$ cat src/rtl/vga_pkg.sv
// Shared timing defaults and state type for the VGA frame scanner.
// Default geometry is 640x480@60 with a 256x256 grey image at top-left.
package vga_pkg;

    localparam int DEF_CLK_DIV  = 2;

    localparam int DEF_H_ACTIVE = 640;
    localparam int DEF_H_FP     = 16;
    localparam int DEF_H_SYNC   = 96;
    localparam int DEF_H_BP     = 48;
    localparam int DEF_H_TOTAL  = DEF_H_ACTIVE + DEF_H_FP
                                + DEF_H_SYNC + DEF_H_BP;

    localparam int DEF_V_ACTIVE = 480;
    localparam int DEF_V_FP     = 10;
    localparam int DEF_V_SYNC   = 2;
    localparam int DEF_V_BP     = 33;
    localparam int DEF_V_TOTAL  = DEF_V_ACTIVE + DEF_V_FP
                                + DEF_V_SYNC + DEF_V_BP;

    localparam int DEF_IMG_W    = 256;
    localparam int DEF_IMG_H    = 256;
    localparam int DEF_ADDR_W   = 16;
    localparam int DEF_PIX_W    = 8;

    typedef enum logic [1:0] {
        IDLE,
        SCAN,
        DONE
    } vga_state_t;

endpackage

$ cat src/rtl/vga_frame_scanner_if.sv
// Image memory read port plus VGA pins of the frame scanner.
// master = scanner side, slave = memory/display side.
interface vga_frame_scanner_if
    import vga_pkg::*;
#(
    parameter int ADDR_W = DEF_ADDR_W,
    parameter int PIX_W  = DEF_PIX_W
);

    logic [ADDR_W-1:0] mem_addr;
    logic [PIX_W-1:0]  mem_data;
    logic              hsync;
    logic              vsync;
    logic              blank_n;
    logic [PIX_W-1:0]  red;
    logic [PIX_W-1:0]  green;
    logic [PIX_W-1:0]  blue;

    modport master (
        output mem_addr,
        input  mem_data,
        output hsync,
        output vsync,
        output blank_n,
        output red,
        output green,
        output blue
    );

    modport slave (
        input  mem_addr,
        output mem_data,
        input  hsync,
        input  vsync,
        input  blank_n,
        input  red,
        input  green,
        input  blue
    );

endinterface

$ cat src/rtl/vga_timing_counter.sv
// Pixel-clock divider and h/v raster counters with raw (stage-0) timing.
// All counters are held at zero while run is low.
module vga_timing_counter
    import vga_pkg::*;
#(
    parameter int CLK_DIV  = DEF_CLK_DIV,
    parameter int H_ACTIVE = DEF_H_ACTIVE,
    parameter int H_FP     = DEF_H_FP,
    parameter int H_SYNC   = DEF_H_SYNC,
    parameter int H_BP     = DEF_H_BP,
    parameter int V_ACTIVE = DEF_V_ACTIVE,
    parameter int V_FP     = DEF_V_FP,
    parameter int V_SYNC   = DEF_V_SYNC,
    parameter int V_BP     = DEF_V_BP,
    parameter int IMG_W    = DEF_IMG_W,
    parameter int IMG_H    = DEF_IMG_H,
    parameter int HW       = $clog2(H_ACTIVE + H_FP + H_SYNC + H_BP),
    parameter int VW       = $clog2(V_ACTIVE + V_FP + V_SYNC + V_BP)
) (
    input  logic          clock,
    input  logic          reset,
    input  logic          run,
    output logic          pix_tick,
    output logic [HW-1:0] h_cnt,
    output logic [VW-1:0] v_cnt,
    output logic          vis,
    output logic          hs,
    output logic          vs,
    output logic          in_img,
    output logic          frame_end
);

    localparam int H_TOTAL = H_ACTIVE + H_FP + H_SYNC + H_BP;
    localparam int V_TOTAL = V_ACTIVE + V_FP + V_SYNC + V_BP;
    localparam int DW      = (CLK_DIV > 1) ? $clog2(CLK_DIV) : 1;

    localparam logic [HW-1:0] H_LAST = HW'(H_TOTAL - 1);
    localparam logic [VW-1:0] V_LAST = VW'(V_TOTAL - 1);

    logic [DW-1:0] div_cnt;
    logic          h_last;
    logic          v_last;

    assign pix_tick  = run && (div_cnt == DW'(CLK_DIV - 1));
    assign h_last    = (h_cnt == H_LAST);
    assign v_last    = (v_cnt == V_LAST);
    assign frame_end = pix_tick && h_last && v_last;

    assign vis    = (h_cnt < HW'(H_ACTIVE)) && (v_cnt < VW'(V_ACTIVE));
    assign hs     = !((h_cnt >= HW'(H_ACTIVE + H_FP)) &&
                      (h_cnt <  HW'(H_ACTIVE + H_FP + H_SYNC)));
    assign vs     = !((v_cnt >= VW'(V_ACTIVE + V_FP)) &&
                      (v_cnt <  VW'(V_ACTIVE + V_FP + V_SYNC)));
    assign in_img = (h_cnt < HW'(IMG_W)) && (v_cnt < VW'(IMG_H));

    // Divide the system clock into pixel ticks and step the raster on each.
    always_ff @(posedge clock) begin
        if (reset || !run) begin
            div_cnt <= '0;
            h_cnt   <= '0;
            v_cnt   <= '0;
        end else if (pix_tick) begin
            div_cnt <= '0;
            if (h_last) begin
                h_cnt <= '0;
                v_cnt <= v_last ? '0 : v_cnt + VW'(1);
            end else begin
                h_cnt <= h_cnt + HW'(1);
            end
        end else begin
            div_cnt <= div_cnt + DW'(1);
        end
    end

endmodule

$ cat src/rtl/vga_frame_scanner.sv
// Scans one grey image frame out of data memory onto VGA pins per start.
// Address and sync/blank go through a pipeline matched to the sync RAM.
module vga_frame_scanner
    import vga_pkg::*;
#(
    parameter int CLK_DIV  = DEF_CLK_DIV,
    parameter int H_ACTIVE = DEF_H_ACTIVE,
    parameter int H_FP     = DEF_H_FP,
    parameter int H_SYNC   = DEF_H_SYNC,
    parameter int H_BP     = DEF_H_BP,
    parameter int V_ACTIVE = DEF_V_ACTIVE,
    parameter int V_FP     = DEF_V_FP,
    parameter int V_SYNC   = DEF_V_SYNC,
    parameter int V_BP     = DEF_V_BP,
    parameter int IMG_W    = DEF_IMG_W,
    parameter int IMG_H    = DEF_IMG_H,
    parameter int ADDR_W   = DEF_ADDR_W,
    parameter int PIX_W    = DEF_PIX_W
) (
    input  logic                clock,
    input  logic                reset,
    input  logic                start,
    output logic                busy,
    output logic                vga_done,
    vga_frame_scanner_if.master bus
);

    localparam int HW = $clog2(H_ACTIVE + H_FP + H_SYNC + H_BP);
    localparam int VW = $clog2(V_ACTIVE + V_FP + V_SYNC + V_BP);

    vga_state_t state;
    vga_state_t state_nxt;

    logic          pix_tick;
    logic [HW-1:0] h_cnt;
    logic [VW-1:0] v_cnt;
    logic          vis;
    logic          hs;
    logic          vs;
    logic          in_img;
    logic          frame_end;

    logic [ADDR_W-1:0] lin_addr;
    logic [ADDR_W-1:0] addr_q;

    logic vis_d;
    logic hs_d;
    logic vs_d;
    logic img_d;

    logic             hs_q;
    logic             vs_q;
    logic             blank_q;
    logic [PIX_W-1:0] pix_q;

    vga_timing_counter #(
        .CLK_DIV  (CLK_DIV),
        .H_ACTIVE (H_ACTIVE),
        .H_FP     (H_FP),
        .H_SYNC   (H_SYNC),
        .H_BP     (H_BP),
        .V_ACTIVE (V_ACTIVE),
        .V_FP     (V_FP),
        .V_SYNC   (V_SYNC),
        .V_BP     (V_BP),
        .IMG_W    (IMG_W),
        .IMG_H    (IMG_H),
        .HW       (HW),
        .VW       (VW)
    ) u_timing (
        .clock     (clock),
        .reset     (reset),
        .run       (state == SCAN),
        .pix_tick  (pix_tick),
        .h_cnt     (h_cnt),
        .v_cnt     (v_cnt),
        .vis       (vis),
        .hs        (hs),
        .vs        (vs),
        .in_img    (in_img),
        .frame_end (frame_end)
    );

    assign lin_addr = ADDR_W'(ADDR_W'(v_cnt) * ADDR_W'(IMG_W)
                              + ADDR_W'(h_cnt));

    // Frame state register.
    always_ff @(posedge clock) begin
        if (reset) begin
            state <= IDLE;
        end else begin
            state <= state_nxt;
        end
    end

    // One frame per start level; DONE waits for start to drop.
    always_comb begin
        state_nxt = state;
        unique case (state)
            IDLE:    if (start)     state_nxt = SCAN;
            SCAN:    if (frame_end) state_nxt = DONE;
            DONE:    if (!start)    state_nxt = IDLE;
            default:                state_nxt = IDLE;
        endcase
    end

    // Address and stage-1 timing on one tick, pins from RAM data on the next.
    always_ff @(posedge clock) begin
        if (reset) begin
            addr_q  <= '0;
            vis_d   <= 1'b0;
            hs_d    <= 1'b1;
            vs_d    <= 1'b1;
            img_d   <= 1'b0;
            hs_q    <= 1'b1;
            vs_q    <= 1'b1;
            blank_q <= 1'b0;
            pix_q   <= '0;
        end else if (state != SCAN) begin
            if (state == IDLE && start) begin
                addr_q <= '0;
            end
            vis_d   <= 1'b0;
            hs_d    <= 1'b1;
            vs_d    <= 1'b1;
            img_d   <= 1'b0;
            hs_q    <= 1'b1;
            vs_q    <= 1'b1;
            blank_q <= 1'b0;
            pix_q   <= '0;
        end else if (pix_tick) begin
            if (in_img) begin
                addr_q <= lin_addr;
            end
            vis_d   <= vis;
            hs_d    <= hs;
            vs_d    <= vs;
            img_d   <= in_img;
            hs_q    <= hs_d;
            vs_q    <= vs_d;
            blank_q <= vis_d;
            pix_q   <= (vis_d && img_d) ? bus.mem_data : '0;
        end
    end

    assign busy         = (state == SCAN);
    assign vga_done     = (state == DONE);

    assign bus.mem_addr = addr_q;
    assign bus.hsync    = hs_q;
    assign bus.vsync    = vs_q;
    assign bus.blank_n  = blank_q;
    assign bus.red      = pix_q;
    assign bus.green    = pix_q;
    assign bus.blue     = pix_q;

endmodule

$ cat src/flat_wrapper.sv
// flat-port wrapper written by rule: the top's interface ports become plain ports
module vga_frame_scanner_flat import vga_pkg::*;
#(
    parameter int CLK_DIV  = DEF_CLK_DIV,
    parameter int H_ACTIVE = DEF_H_ACTIVE,
    parameter int H_FP     = DEF_H_FP,
    parameter int H_SYNC   = DEF_H_SYNC,
    parameter int H_BP     = DEF_H_BP,
    parameter int V_ACTIVE = DEF_V_ACTIVE,
    parameter int V_FP     = DEF_V_FP,
    parameter int V_SYNC   = DEF_V_SYNC,
    parameter int V_BP     = DEF_V_BP,
    parameter int IMG_W    = DEF_IMG_W,
    parameter int IMG_H    = DEF_IMG_H,
    parameter int ADDR_W   = DEF_ADDR_W,
    parameter int PIX_W    = DEF_PIX_W
)
  (clock, reset, start, busy, vga_done, bus_mem_addr, bus_mem_data, bus_hsync, bus_vsync, bus_blank_n, bus_red, bus_green, bus_blue);
  vga_frame_scanner_if #(.ADDR_W(ADDR_W), .PIX_W(PIX_W)) bus_i ();
  input  logic clock;
  input  logic reset;
  input  logic start;
  output logic busy;
  output logic vga_done;
  output wire logic [$bits(bus_i.mem_addr)-1:0] bus_mem_addr;
  input wire logic [$bits(bus_i.mem_data)-1:0] bus_mem_data;
  output wire logic [$bits(bus_i.hsync)-1:0] bus_hsync;
  output wire logic [$bits(bus_i.vsync)-1:0] bus_vsync;
  output wire logic [$bits(bus_i.blank_n)-1:0] bus_blank_n;
  output wire logic [$bits(bus_i.red)-1:0] bus_red;
  output wire logic [$bits(bus_i.green)-1:0] bus_green;
  output wire logic [$bits(bus_i.blue)-1:0] bus_blue;
  assign bus_mem_addr = bus_i.mem_addr;
  assign bus_i.mem_data = bus_mem_data;
  assign bus_hsync = bus_i.hsync;
  assign bus_vsync = bus_i.vsync;
  assign bus_blank_n = bus_i.blank_n;
  assign bus_red = bus_i.red;
  assign bus_green = bus_i.green;
  assign bus_blue = bus_i.blue;
  vga_frame_scanner #(.CLK_DIV(CLK_DIV), .H_ACTIVE(H_ACTIVE), .H_FP(H_FP), .H_SYNC(H_SYNC), .H_BP(H_BP), .V_ACTIVE(V_ACTIVE), .V_FP(V_FP), .V_SYNC(V_SYNC), .V_BP(V_BP), .IMG_W(IMG_W), .IMG_H(IMG_H), .ADDR_W(ADDR_W), .PIX_W(PIX_W)) u_core (.clock(clock), .reset(reset), .start(start), .busy(busy), .vga_done(vga_done), .bus(bus_i));
endmodule
$ cat config.mk
export PLATFORM = sky130hd
export DESIGN_NAME = vga_frame_scanner_flat
export DESIGN_NICKNAME = d
export VERILOG_FILES = /design/src/rtl/vga_pkg.sv /design/src/rtl/vga_frame_scanner_if.sv /design/src/rtl/vga_timing_counter.sv /design/src/rtl/vga_frame_scanner.sv /design/src/flat_wrapper.sv
export SDC_FILE = /design/constraint.sdc
export NUM_CORES = 1
export LEC_CHECK = 0
export BUFFER_PORTS_ARGS = -buffer_cell sky130_fd_sc_hd__clkbuf_2
export CORE_AREA = 2 2 80 82
export DETAILED_ROUTE_END_ITERATION = 16
export DIE_AREA = 0 0 82 84
export GPL_TIMING_DRIVEN = 0
export PLACE_DENSITY = 0.79
export SYNTH_ARGS = -nofsm -noshare
export SYNTH_HDL_FRONTEND = slang
export SYNTH_SLANG_ARGS = --single-unit
export TNS_END_PERCENT = 100
$ cat constraint.sdc
create_clock -name clock -period 4.1 [get_ports clock]
set_input_delay 0.205 -clock clock [delete_from_list [all_inputs] [get_ports clock]]
set_output_delay 0.205 -clock clock [all_outputs]
set_load 0.1 [all_outputs]
==> results.md <==
* Minimum clock period at between 2000 and 2500 ps
* Syn Nets at about 320
* Post-synthesis sequential area ratio at approximately two fifths
* CTS Sinks at 54
* Synth warnings at 0
* Final slew viol count at 0
* H-tree depth at 2
* Dpl hpwl at 4380 µm
* Area of the multi-input gates at approximately 1300 µm²
* Final Hold Fails at 0
* Initial antenna violation count at 0
* Crit-path max FO at 10
* CTS tree: yes
* Die H at approximately 84 µm
* Hold WC Path Type: input pin to register
* Routed WL at between 5000 and 6000 µm
* Final GP Congestion at 0.876
* Mean post-synth cell area at ~9 µm²
* Post-cts sizing count at 0
* Setup_tns at 0 ps
* Period utilization at about 54%
* Die ar. at between 6000 and 7000 µm²
* Ports at 56
* Post-synth EDFFs at 0
* CTS Hold Bufs at 0
* Total gr overflow at 0
* Fill cell count at between 500 and 600
* Share of layout cells above drive strength 1 at around a quarter
* Total global routing track utilization at a little under a fifth
* Cell Area, Placed at 3010 µm²
* Met3 Track Usage GR at ~4.1%
* Sequential Area at roughly 1100 µm²
* CTS buffer count at 5
* RSZ-0062 raised after global routing: false
* VDD IR max at around 0.14 mV
* M2 GR Usage at between 30% and 40%
* Worst-Margin Slew at just under 700 ps
* Vias in the first global route at 2192
* Arr. time, crit path at roughly 2400 ps
* Vias per cell at about 5.2
* CTS max path bufs at 2
* Rows at 29
* Most frequent cells in the layout: clkbuf_2 (54), dfxtp_1 (54), a21oi_1 (31)
* Slew HR at 54.0%
* Design Area, Final at 3100 µm²
* Final Setup Violations at 0
* Post-Syn Instances at 300
* Wire per inst at 13.5 µm
* First drt pass iteration count at 4
* GRT busiest layer: met2
* Final nets at 379
* Largest net degree at the start of global routing at 16
* Critical path required time at 4260 ps
* Fmax at 0.452 GHz
* Root Driver: clkbuf_8
* Worst Clk Skew at a little under 8 ps
* Area added between synthesis and finish at 17.3%
* WS Path Type: register to register
* Final core occ at 50.9%
* M1 GR Usage at a little under a quarter
* Clk_lat worst skew at approximately 310 ps
* Core footprint at approximately 6100 µm²
* Asr flop ratio synth at 0%
* Die Width at 82 µm
* 1st-iter DRT viols at 93
* Via count at approximately 2300
* Post-CTS setup repair buffer count at 0
* Buffers added on ports at 54
* Status: complete, no violations
* Crit path capture type: register
* Cell Area, Synth at between 2000 and 3000 µm²
* Synth cell types at 52
* Power per cell area at roughly 280 nW/µm²
* Most used DFF post-synth: dfxtp_1
* Max-cap violations at 0
* Diode count at 0
* Clock Pin Slew Worst Setup and Hold Paths at 90 ps
* CP Launch Type: register
* Leak pwr at 1.22 nW
* First-pass GRT wire length at about 10000 µm
* Initial Util at about 43%
* Residual DRC at 0
* Antenna violation net count after detailed routing at 0
* Yosys reg bits at 54
-- path summary, 6_finish.rpt --
path,from,end,slack [ps],cells after the start
hold reg to reg,u_core.bus.mem_addr[1],u_core.bus.mem_addr[1],450,2
hold / removal,bus_mem_data[2],u_core.bus.blue[2],120,3
setup reg to reg,u_core.u_timing.h_cnt[1],u_core.u_timing.v_cnt[9],1890,6
setup / recovery,u_core.u_timing.h_cnt[1],u_core.u_timing.v_cnt[9],1890,6
-- Yosys cell counts, types with 2 or more instances --
cell type | instances | share of area (%)
a21oi_1 | 31 | 5.9
and3_1 | 3 | 0.71
buf_2 | 3 | 0.57
buf_4 | 17 | 4.8
clkbuf_1 | 10 | 1.4
dfxtp_1 | 54 | 41
ha_1 | 6 | 2.8
inv_1 | 5 | 0.71
mux2i_1 | 4 | 1.5
nand2_1 | 28 | 4.0
nand2b_1 | 3 | 0.71
nand3_1 | 17 | 3.2
nand4_1 | 6 | 1.4
nand4b_1 | 2 | 0.66
nor2_1 | 26 | 3.7
nor2b_1 | 12 | 2.8
nor3_1 | 4 | 0.76
nor4_1 | 4 | 0.95
o21ai_0 | 6 | 1.1
o2bb2ai_1 | 4 | 1.3
o31ai_1 | 2 | 0.57
o41ai_1 | 2 | 0.66
or3_1 | 5 | 1.2
or4_1 | 3 | 0.85
or4b_1 | 2 | 0.76
or4b_4 | 2 | 1.0
xnor2_1 | 9 | 3.0
xor2_1 | 6 | 2.0
-- routing by layer --
metal	wire, µm	vias up
met5	0	-
met4	103	0
met3	330	8
met2	2780	74
met1	2700	1058
li1	-	1156
-- final cells by class --
cell class | count | share of cell area (%)
multi-input combinational | 207 | 42.8
sequential | 54 | 34.9
timing repair buffer | 54 | 8.71
buffer | 34 | 6.98
tap | 77 | 3.11
clock buffer | 7 | 2.78
inverter | 5 | 0.605
clock inverter | 1 | 0.161
-- kinds of logic after synthesis --
| kind of cell | after synthesis | share of synthesized area [%] |
|---|---|---|
| AND/OR/NAND/NOR | 127 | 27.0 |
| XOR/XNOR | 15 | 4.97 |
| AO/OA/AOI/OAI | 53 | 12.7 |
| multiplexers | 5 | 1.94 |
| flip-flops | 54 | 40.9 |
| buffers and inverters | 39 | 8.90 |
| adder cells (fa/ha/maj) | 7 | 3.60 |
-- registers in the layout (all words and copies together) (netlist names) --
register / count
u_core.bus.blank_n: 1
u_core.bus.blue: 8
u_core.bus.hsync: 1
u_core.bus.mem_addr: 16
u_core.bus.vsync: 1
u_core.hs_d: 1
u_core.img_d: 1
u_core.state: 2
u_core.u_timing.div_cnt: 1
u_core.u_timing.h_cnt: 10
u_core.u_timing.v_cnt: 10
u_core.vis_d: 1
u_core.vs_d: 1
-- worst max-delay path, stage by stage (launching register included) --
cell and delay, ps:
dfxtp_1 440, ha_1 240, and4_1 250, nand4_2 240
clkbuf_1 340, o41ai_1 420, a21oi_1 110
-- stage by stage --
stage | setup slack [ps] | power, mW | hold slack (ps) | cells
after global placement | 1980 | 0.592 | 436 | 431
after CTS | 1890 | 0.891 | 126 | 439
after detailed placement | 1930 | 0.594 | 442 | 431
after floorplan | 1930 | 0.578 | 343 | 300
after global routing | 1690 | 0.922 | 136 | 439
final | 1890 | 0.882 | 124 | 439
-- power by group --
part	leakage (nW)	switching, mW	internal [mW]	total, mW
registers	0.436	0.00242	0.526	0.529
logic	0.732	0.0389	0.0139	0.0527
clock network	0.0482	0.164	0.137	0.301
total	1.22	0.206	0.677	0.882
No activity file was read; power rests on OpenSTA's default activity.
